[config.mk]
export PLATFORM = sky130hd
export DESIGN_NAME = network_run_scheduler_flat
export DESIGN_NICKNAME = d
export VERILOG_FILES = /design/src/rtl/network_run_scheduler_pkg.sv /design/src/rtl/network_run_scheduler_if.sv /design/src/rtl/network_run_scheduler_charge_sat_add.sv /design/src/rtl/network_run_scheduler.sv /design/src/flat_wrapper.sv
export SDC_FILE = /design/constraint.sdc
export NUM_CORES = 1
export LEC_CHECK = 0
export ABC_CLOCK_PERIOD_IN_PS = 4600
export BUFFER_PORTS_ARGS = -buffer_cell sky130_fd_sc_hd__buf_2
export CORE_MARGIN = 2
export CORE_UTILIZATION = 44
export CTS_CLUSTER_DIAMETER = 40
export CTS_CLUSTER_SIZE = 8
export DETAILED_ROUTE_END_ITERATION = 8
export GPL_TIMING_DRIVEN = 0
export PLACE_DENSITY = 0.66
export SLEW_MARGIN = 20
export SYNTH_ARGS = -nofsm -noshare
export SYNTH_HDL_FRONTEND = slang
export SYNTH_SLANG_ARGS = --single-unit
[constraint.sdc]
create_clock -name clk -period 4.6 [get_ports clk]
set_input_delay 0.23 -clock clk [delete_from_list [all_inputs] [get_ports clk]]
set_output_delay 0.23 -clock clk [all_outputs]
set_load 0.05 [all_outputs]
[src/rtl/network_run_scheduler_pkg.sv]
// Shared configuration for the network run scheduler: network geometry,
// command opcodes, scheduler states and derived command widths.
package network_config;
   localparam int NET_NUM_INP      = 4;
   localparam int NET_CHARGE_WIDTH = 8;
endpackage

package run_scheduler_config;
   import network_config::*;

   function automatic int max_int(input int a, input int b);
      if (a > b) begin
         return a;
      end else begin
         return b;
      end
   endfunction

   typedef enum logic [1:0] {
      OPC_NOP = 2'd0,
      OPC_SPK = 2'd1,
      OPC_RUN = 2'd2,
      OPC_CLR = 2'd3
   } opcode_t;

   typedef enum logic [1:0] {
      ST_IDLE  = 2'd0,
      ST_RUN   = 2'd1,
      ST_CLEAR = 2'd2
   } state_t;

   localparam int SCHED_RUN_WIDTH = 16;
   localparam int OPC_WIDTH       = 2;
   localparam int PAYLOAD_WIDTH   = max_int(SCHED_RUN_WIDTH, NET_NUM_INP * NET_CHARGE_WIDTH);
   localparam int CMD_WIDTH       = OPC_WIDTH + PAYLOAD_WIDTH;
endpackage

[src/rtl/network_run_scheduler_if.sv]
// Command stream and network-side handshake bundle of the run scheduler.
interface network_run_scheduler_if #(
   parameter int NUM_INP      = network_config::NET_NUM_INP,
   parameter int CHARGE_WIDTH = network_config::NET_CHARGE_WIDTH,
   parameter int CMD_WIDTH    = run_scheduler_config::CMD_WIDTH
);
   logic                           cmd_valid;
   logic                           cmd_ready;
   logic [CMD_WIDTH-1:0]           cmd;
   logic                           net_ready;
   logic                           net_valid;
   logic                           net_clr;
   logic signed [CHARGE_WIDTH-1:0] net_inp [NUM_INP];
   logic                           run_done;
   logic                           busy;

   // host / network side
   modport master (
      output cmd_valid, cmd, net_ready,
      input  cmd_ready, net_valid, net_clr, net_inp, run_done, busy
   );

   // scheduler side
   modport slave (
      input  cmd_valid, cmd, net_ready,
      output cmd_ready, net_valid, net_clr, net_inp, run_done, busy
   );
endinterface

[src/rtl/network_run_scheduler_charge_sat_add.sv]
// Signed adder that clamps the sum of two charges to the representable range.
module charge_sat_add #(
   parameter int CHARGE_WIDTH = 8
) (
   input  logic signed [CHARGE_WIDTH-1:0] a,
   input  logic signed [CHARGE_WIDTH-1:0] b,
   output logic signed [CHARGE_WIDTH-1:0] sum
);
   localparam logic [CHARGE_WIDTH-1:0] CHARGE_MAX = {1'b0, {(CHARGE_WIDTH-1){1'b1}}};
   localparam logic [CHARGE_WIDTH-1:0] CHARGE_MIN = {1'b1, {(CHARGE_WIDTH-1){1'b0}}};

   logic signed [CHARGE_WIDTH:0] wide_s;

   assign wide_s = {a[CHARGE_WIDTH-1], a} + {b[CHARGE_WIDTH-1], b};

   // Overflow shows as disagreement between the extra sign bit and the result MSB.
   always_comb begin
      sum = wide_s[CHARGE_WIDTH-1:0];
      if (wide_s[CHARGE_WIDTH] != wide_s[CHARGE_WIDTH-1]) begin
         if (wide_s[CHARGE_WIDTH]) begin
            sum = CHARGE_MIN;
         end else begin
            sum = CHARGE_MAX;
         end
      end else begin
         sum = wide_s[CHARGE_WIDTH-1:0];
      end
   end
endmodule

[src/rtl/network_run_scheduler.sv]
// Command-driven sequencer: accumulates input charges, replays them as the
// first of N network timesteps, and issues network clears and run completion.
module network_run_scheduler
   import run_scheduler_config::*;
#(
   parameter int NUM_INP      = network_config::NET_NUM_INP,
   parameter int CHARGE_WIDTH = network_config::NET_CHARGE_WIDTH,
   parameter int RUN_WIDTH    = 16
) (
   input logic                    clk,
   input logic                    rst,
   network_run_scheduler_if.slave bus
);
   localparam int PAY_W = max_int(RUN_WIDTH, NUM_INP * CHARGE_WIDTH);
   localparam int CMD_W = OPC_WIDTH + PAY_W;
   localparam logic [RUN_WIDTH-1:0]    RUN_ZERO    = {RUN_WIDTH{1'b0}};
   localparam logic [RUN_WIDTH-1:0]    RUN_ONE     = {{(RUN_WIDTH-1){1'b0}}, 1'b1};
   localparam logic [CHARGE_WIDTH-1:0] CHARGE_ZERO = {CHARGE_WIDTH{1'b0}};

   state_t                         state_r;
   state_t                         state_next_s;
   logic [RUN_WIDTH-1:0]           remaining_r;
   logic [RUN_WIDTH-1:0]           remaining_next_s;
   logic signed [CHARGE_WIDTH-1:0] pending_r      [NUM_INP];
   logic signed [CHARGE_WIDTH-1:0] pending_next_s [NUM_INP];
   logic signed [CHARGE_WIDTH-1:0] field_s        [NUM_INP];
   logic signed [CHARGE_WIDTH-1:0] sum_s          [NUM_INP];
   logic                           run_done_r;
   logic                           run_done_next_s;
   logic                           net_clr_r;
   logic                           net_valid_r;
   logic                           cmd_ready_r;
   logic                           busy_r;
   opcode_t                        opc_s;
   logic [PAY_W-1:0]               payload_s;
   logic [RUN_WIDTH-1:0]           run_cnt_s;
   logic                           accept_s;
   logic                           fire_s;

   assign opc_s     = opcode_t'(bus.cmd[CMD_W-1 -: OPC_WIDTH]);
   assign payload_s = bus.cmd[PAY_W-1:0];
   assign run_cnt_s = payload_s[RUN_WIDTH-1:0];
   assign accept_s  = bus.cmd_valid && cmd_ready_r;
   assign fire_s    = net_valid_r && bus.net_ready;

   // Input 0 sits in the payload MSBs; each lane gets its own saturating adder.
   for (genvar gi = 0; gi < NUM_INP; gi++) begin : g_lane
      assign field_s[gi] = payload_s[(NUM_INP-gi)*CHARGE_WIDTH-1 -: CHARGE_WIDTH];

      charge_sat_add #(.CHARGE_WIDTH(CHARGE_WIDTH)) u_sat_add (
         .a   (pending_r[gi]),
         .b   (field_s[gi]),
         .sum (sum_s[gi])
      );

      assign bus.net_inp[gi] = pending_r[gi];
   end

   assign bus.cmd_ready = cmd_ready_r;
   assign bus.net_valid = net_valid_r;
   assign bus.net_clr   = net_clr_r;
   assign bus.run_done  = run_done_r;
   assign bus.busy      = busy_r;

   // Next-state, run counter and pending-charge update.
   always_comb begin
      state_next_s     = state_r;
      remaining_next_s = remaining_r;
      run_done_next_s  = 1'b0;
      for (int i = 0; i < NUM_INP; i++) begin
         pending_next_s[i] = pending_r[i];
      end
      case (state_r)
         ST_IDLE: begin
            if (accept_s) begin
               case (opc_s)
                  OPC_NOP: begin
                     state_next_s = ST_IDLE;
                  end
                  OPC_SPK: begin
                     for (int i = 0; i < NUM_INP; i++) begin
                        pending_next_s[i] = sum_s[i];
                     end
                  end
                  OPC_RUN: begin
                     if (run_cnt_s == RUN_ZERO) begin
                        run_done_next_s = 1'b1;
                     end else begin
                        remaining_next_s = run_cnt_s;
                        state_next_s     = ST_RUN;
                     end
                  end
                  OPC_CLR: begin
                     for (int i = 0; i < NUM_INP; i++) begin
                        pending_next_s[i] = CHARGE_ZERO;
                     end
                     state_next_s = ST_CLEAR;
                  end
                  default: begin
                     state_next_s = ST_IDLE;
                  end
               endcase
            end else begin
               state_next_s = ST_IDLE;
            end
         end
         ST_RUN: begin
            // Only the first timestep carries charge; later ones replay zeros.
            if (fire_s) begin
               remaining_next_s = remaining_r - RUN_ONE;
               for (int i = 0; i < NUM_INP; i++) begin
                  pending_next_s[i] = CHARGE_ZERO;
               end
               if (remaining_r == RUN_ONE) begin
                  state_next_s    = ST_IDLE;
                  run_done_next_s = 1'b1;
               end else begin
                  state_next_s = ST_RUN;
               end
            end else begin
               state_next_s = ST_RUN;
            end
         end
         ST_CLEAR: begin
            state_next_s = ST_IDLE;
         end
         default: begin
            state_next_s = ST_IDLE;
         end
      endcase
   end

   // State, counters and registered outputs decoded from the next state.
   always_ff @(posedge clk) begin
      if (rst) begin
         state_r     <= ST_IDLE;
         remaining_r <= RUN_ZERO;
         for (int i = 0; i < NUM_INP; i++) begin
            pending_r[i] <= CHARGE_ZERO;
         end
         run_done_r  <= 1'b0;
         net_clr_r   <= 1'b0;
         net_valid_r <= 1'b0;
         cmd_ready_r <= 1'b1;
         busy_r      <= 1'b0;
      end else begin
         state_r     <= state_next_s;
         remaining_r <= remaining_next_s;
         for (int i = 0; i < NUM_INP; i++) begin
            pending_r[i] <= pending_next_s[i];
         end
         run_done_r  <= run_done_next_s;
         net_clr_r   <= (state_next_s == ST_CLEAR);
         net_valid_r <= (state_next_s == ST_RUN);
         cmd_ready_r <= (state_next_s == ST_IDLE);
         busy_r      <= (state_next_s != ST_IDLE);
      end
   end
endmodule

[src/flat_wrapper.sv]
// flat-port wrapper written by rule: the top's interface ports become plain ports
module network_run_scheduler_flat import run_scheduler_config::*;
#(
   parameter int NUM_INP      = network_config::NET_NUM_INP,
   parameter int CHARGE_WIDTH = network_config::NET_CHARGE_WIDTH,
   parameter int RUN_WIDTH    = 16
)
  (clk, rst, bus_cmd_valid, bus_cmd, bus_net_ready, bus_cmd_ready, bus_net_valid, bus_net_clr, bus_net_inp, bus_run_done, bus_busy);
  network_run_scheduler_if #(.NUM_INP(NUM_INP), .CHARGE_WIDTH(CHARGE_WIDTH)) bus_i ();
  input logic clk;
  input logic rst;
  input wire logic [$bits(bus_i.cmd_valid)-1:0] bus_cmd_valid;
  input wire logic [$bits(bus_i.cmd)-1:0] bus_cmd;
  input wire logic [$bits(bus_i.net_ready)-1:0] bus_net_ready;
  output wire logic [$bits(bus_i.cmd_ready)-1:0] bus_cmd_ready;
  output wire logic [$bits(bus_i.net_valid)-1:0] bus_net_valid;
  output wire logic [$bits(bus_i.net_clr)-1:0] bus_net_clr;
  output wire logic [$bits(bus_i.net_inp)-1:0] bus_net_inp;
  output wire logic [$bits(bus_i.run_done)-1:0] bus_run_done;
  output wire logic [$bits(bus_i.busy)-1:0] bus_busy;
  assign bus_i.cmd_valid = bus_cmd_valid;
  assign bus_i.cmd = bus_cmd;
  assign bus_i.net_ready = bus_net_ready;
  assign bus_cmd_ready = bus_i.cmd_ready;
  assign bus_net_valid = bus_i.net_valid;
  assign bus_net_clr = bus_i.net_clr;
  assign bus_net_inp = {>>{bus_i.net_inp}};
  assign bus_run_done = bus_i.run_done;
  assign bus_busy = bus_i.busy;
  network_run_scheduler #(.NUM_INP(NUM_INP), .CHARGE_WIDTH(CHARGE_WIDTH), .RUN_WIDTH(RUN_WIDTH)) u_core (.clk(clk), .rst(rst), .bus(bus_i));
endmodule
==> results.py <==
metrics = {
    "global_route": {
        "antenna_found_initial": 0,
        "grt_use_met2_pct": 31.41,
        "grt_max_degree": 16,
        "grt_pass1_vias": 3373,
        "grt_util_met1_pct": 30.25,
        "gr-usage-met3_pct": 3.453,
        "grt_use_total_pct": 20.67,
        "grt_pass1_wl_um": 16280,
        "top_usage_layer": "met2",
        "grt_overflow": 0,
    },
    "clocking": {
        "cts_tree": "done",
        "clock_tree.root_cell": "clkbuf_8",
        "hold_buffers": 0,
        "cts_resized": 0,
        "post_cts_buffers": 0,
        "clk_latency_ps": 310,
        "cts_inserted_buffers": 5,
        "htreeDepth": 2,
        "cts.sinks": 55,
        "clockBufferDepth": 2,
        "clkSlewWorstSetupHoldPaths_ps": 100,
    },
    "pwr": {
        "power_density_nw_per_um2": 286.3,
        "power_leakage_uw": 0.002015,
        "peakVddDrop_mv": 0.1284,
    },
    "sta": {
        "fin_tns_setup_ps": 0,
        "hold_viol": 0,
        "max_freq_mhz": 298.3,
        "slew_headroom_pct": 37.71,
        "timing.final.crit_share_pct": 72.87,
        "fin_worst_skew_ps": 9.739,
        "rsz0062_at_grt": "no",
        "fin_crit_ps": 3352,
        "drv_slew": 0,
        "finalSetupViolCount": 0,
        "worstMarginPinSlew_ps": 926.4,
        "holdWs_ps": 151.5,
    },
    "yosys": {
        "synth_top_area_share_pct": 28.84,
        "synthCells": 463,
        "syn_area_per_cell_um2": 8.245,
        "seq_area_frac_synth_pct": 28.84,
        "synth_nets": 545,
        "synth_edf_count": 0,
        "async_flop_share_pct": 0,
        "synthFlopType": "dfxtp_1",
        "synth_warnings": 0,
        "synth.distinct_cells": 61,
        "yosys_register_bits": 55,
        "netlist_area_um2": 3817,
        "synth_top_cell_by_area": "dfxtp_1",
        "yosys-top-cells-area": "dfxtp_1 (29%), ha_1 (13%), o21ai_0 (6.0%)",
    },
    "critical_path": {
        "critical-path-max-stage-delay_ps": 410,
        "path_max_fanout": 9,
        "slowest_stage": "dfxtp_1",
        "path_cells": "ha_1, a21o_1, a21oi_1, nor2_1, a211o_1, o31ai_1, xnor2_1, ha_1, buf_1, inv_1, o21ai_0, o21ai_0",
        "end_kind": "register",
        "crit_arrival_ps": 3530,
        "timing.rr.start": "u_core.pending_r[1][1]$_SDFFE_PP0P_",
        "required_ps": 4780,
        "crit_family": "compound AO/OA/AOI/OAI gates",
        "startpoint_type": "register",
        "rr_endpoint": "u_core.pending_r[1][1]$_SDFFE_PP0P_",
        "r2r_setup_slack_ps": 1250,
        "worstSetupPathType": "reg -> reg",
        "cp_num_buf_inv": 2,
        "reg2reg_depth": 12,
    },
    "min_path": {
        "whs_endpoint": "u_core.bus.net_valid$_SDFF_PP0_",
        "hp-start": "rst",
        "hold_path.class": "in -> reg",
        "min_path_cells": 2,
    },
    "layout": {
        "drive_above_1_share_pct": 17.50,
        "fillers": 793,
        "final_nets": 625,
        "fin_cells": 648,
        "most-common-layout-cells": "buf_2 (74), nand2_1 (61), dfxtp_1 (55), o21ai_0 (46), ha_1 (40)",
        "n_antenna_cell": 0,
        "area_growth_syn_to_layout_pct": 15.31,
        "final_common_cell": "buf_2",
    },
    "routing": {
        "drt-total-wl_um": 9951,
        "ant_nets": 0,
        "drt-initial-drc-count": 230,
        "dr.pass1.iters": 5,
        "vias": 3735,
        "wl_per_cell_um": 15.36,
        "drc_errors": 0,
        "vias_per_cell": 5.764,
    },
    "floorplan": {
        "start_util_pct": 46.00,
        "ios": 75,
        "rows": 33,
        "die-area_um2": 9437,
        "coreArea_um2": 8299,
        "die_w_um": 97.15,
        "die_y_um": 97.15,
    },
    "placement": {
        "dp_hpwl_um": 7736,
        "dp.cells": 641,
        "io_buffers": 73,
        "place.gp.congestion": 0.8416,
    },
    "outcome": {
        "status": "finished clean",
    },
    "run": {
        "maxCapViolCount": 0,
    },
}
[how the worst max path moves through the flow]
stage                                                    from                                   to  depth (start not counted)
after detailed placement  u_core.pending_r[1][1]$_SDFFE_PP0P_  u_core.pending_r[1][1]$_SDFFE_PP0P_                         12
after global routing      u_core.pending_r[1][1]$_SDFFE_PP0P_  u_core.pending_r[1][2]$_SDFFE_PP0P_                         12
after floorplan           u_core.pending_r[1][1]$_SDFFE_PP0P_  u_core.pending_r[1][0]$_SDFFE_PP0P_                         12
after global placement    u_core.pending_r[1][1]$_SDFFE_PP0P_  u_core.pending_r[1][2]$_SDFFE_PP0P_                         12
after CTS                 u_core.pending_r[1][1]$_SDFFE_PP0P_  u_core.pending_r[1][1]$_SDFFE_PP0P_                         12
final                     u_core.pending_r[1][1]$_SDFFE_PP0P_  u_core.pending_r[1][1]$_SDFFE_PP0P_                         12
[power by group]
group          switching [µW]  internal (µW)  total (µW)  leakage [µW]
sequential               25.4            503         528      0.000447
clock                     159            119         277     0.0000470
combinational             290            164         454       0.00152
[per-stage QoR]
step | power (µW) | area, µm² | util, % | setup WS (ps)
after global placement | 978.5 | 4314 | 51.98 | 1402
final | 1260 | 4402 | 53.04 | 1248
after global routing | 1337 | 4402 | 53.04 | 868.7
after CTS | 1264 | 4402 | 53.04 | 1236
after detailed placement | 989.3 | 4314 | 51.98 | 1272
after floorplan | 874.1 | 3817 | - | 1351
[registers in the layout (all words and copies together), names as in the netlist]
register,count
u_core.pending_r,32
u_core.remaining_r,16
u_core.state_r,2
u_core.bus.busy,1
u_core.bus.cmd_ready,1
u_core.bus.net_clr,1
u_core.bus.net_valid,1
u_core.bus.run_done,1
[cell type report]
type,count,area (µm²),share of cell area (%)
clock inverter,1,5.005,0.1137
clock buffer,6,82.58,1.876
sequential,55,1101,25.01
inverter,7,26.28,0.5969
multi-input combinational,383,2604,59.15
timing repair buffer,73,365.4,8.300
buffer,18,86.33,1.961
tap,105,131.4,2.985
[Yosys cell counts (2+ instances only)]
cell type / instances
a31oi_1: 3
nor4_1: 9
a211oi_1: 5
o21ai_0: 46
nor2b_1: 6
o22ai_1: 3
nand2_1: 61
a21oi_1: 31
nor3b_1: 4
a22o_1: 5
a2bb2oi_1: 3
o41ai_1: 3
fa_1: 4
xor2_1: 11
clkbuf_1: 14
a21o_1: 11
nand2b_1: 7
dfxtp_1: 55
nand3_1: 9
o311ai_0: 6
nand4_1: 2
nor2_1: 38
inv_1: 7
o31ai_1: 4
xnor2_1: 16
o21bai_1: 2
a22oi_1: 12
nor3_1: 10
ha_1: 40
o211ai_1: 3
nand3b_1: 3
[logic make-up (layout without fill, tap and decap cells)]
| group | Yosys count | count (layout) | share of synthesized area, % |
|---|---|---|---|
| AO/OA/AOI/OAI | 149 | 149 | 25.30 |
| AND/OR/NAND/NOR | 162 | 162 | 21.24 |
| buffers and inverters | 25 | 105 | 2.950 |
| adder cells (fa/ha/maj) | 44 | 44 | 15.21 |
| flip-flops | 55 | 55 | 28.84 |
| XOR/XNOR | 27 | 27 | 6.195 |
| multiplexers | 1 | 1 | 0.2622 |
[layer usage]
metal  routed length (µm)  vias to the layer above  share of wire (%)
met4                  111                        0                1.1
met3                  606                        9                6.1
li1                     -                     1860                  -
met5                    0                        -                  0
met1                 4799                     1759                 48
met2                 4433                      107                 45
(Power assumes the default switching activity.)
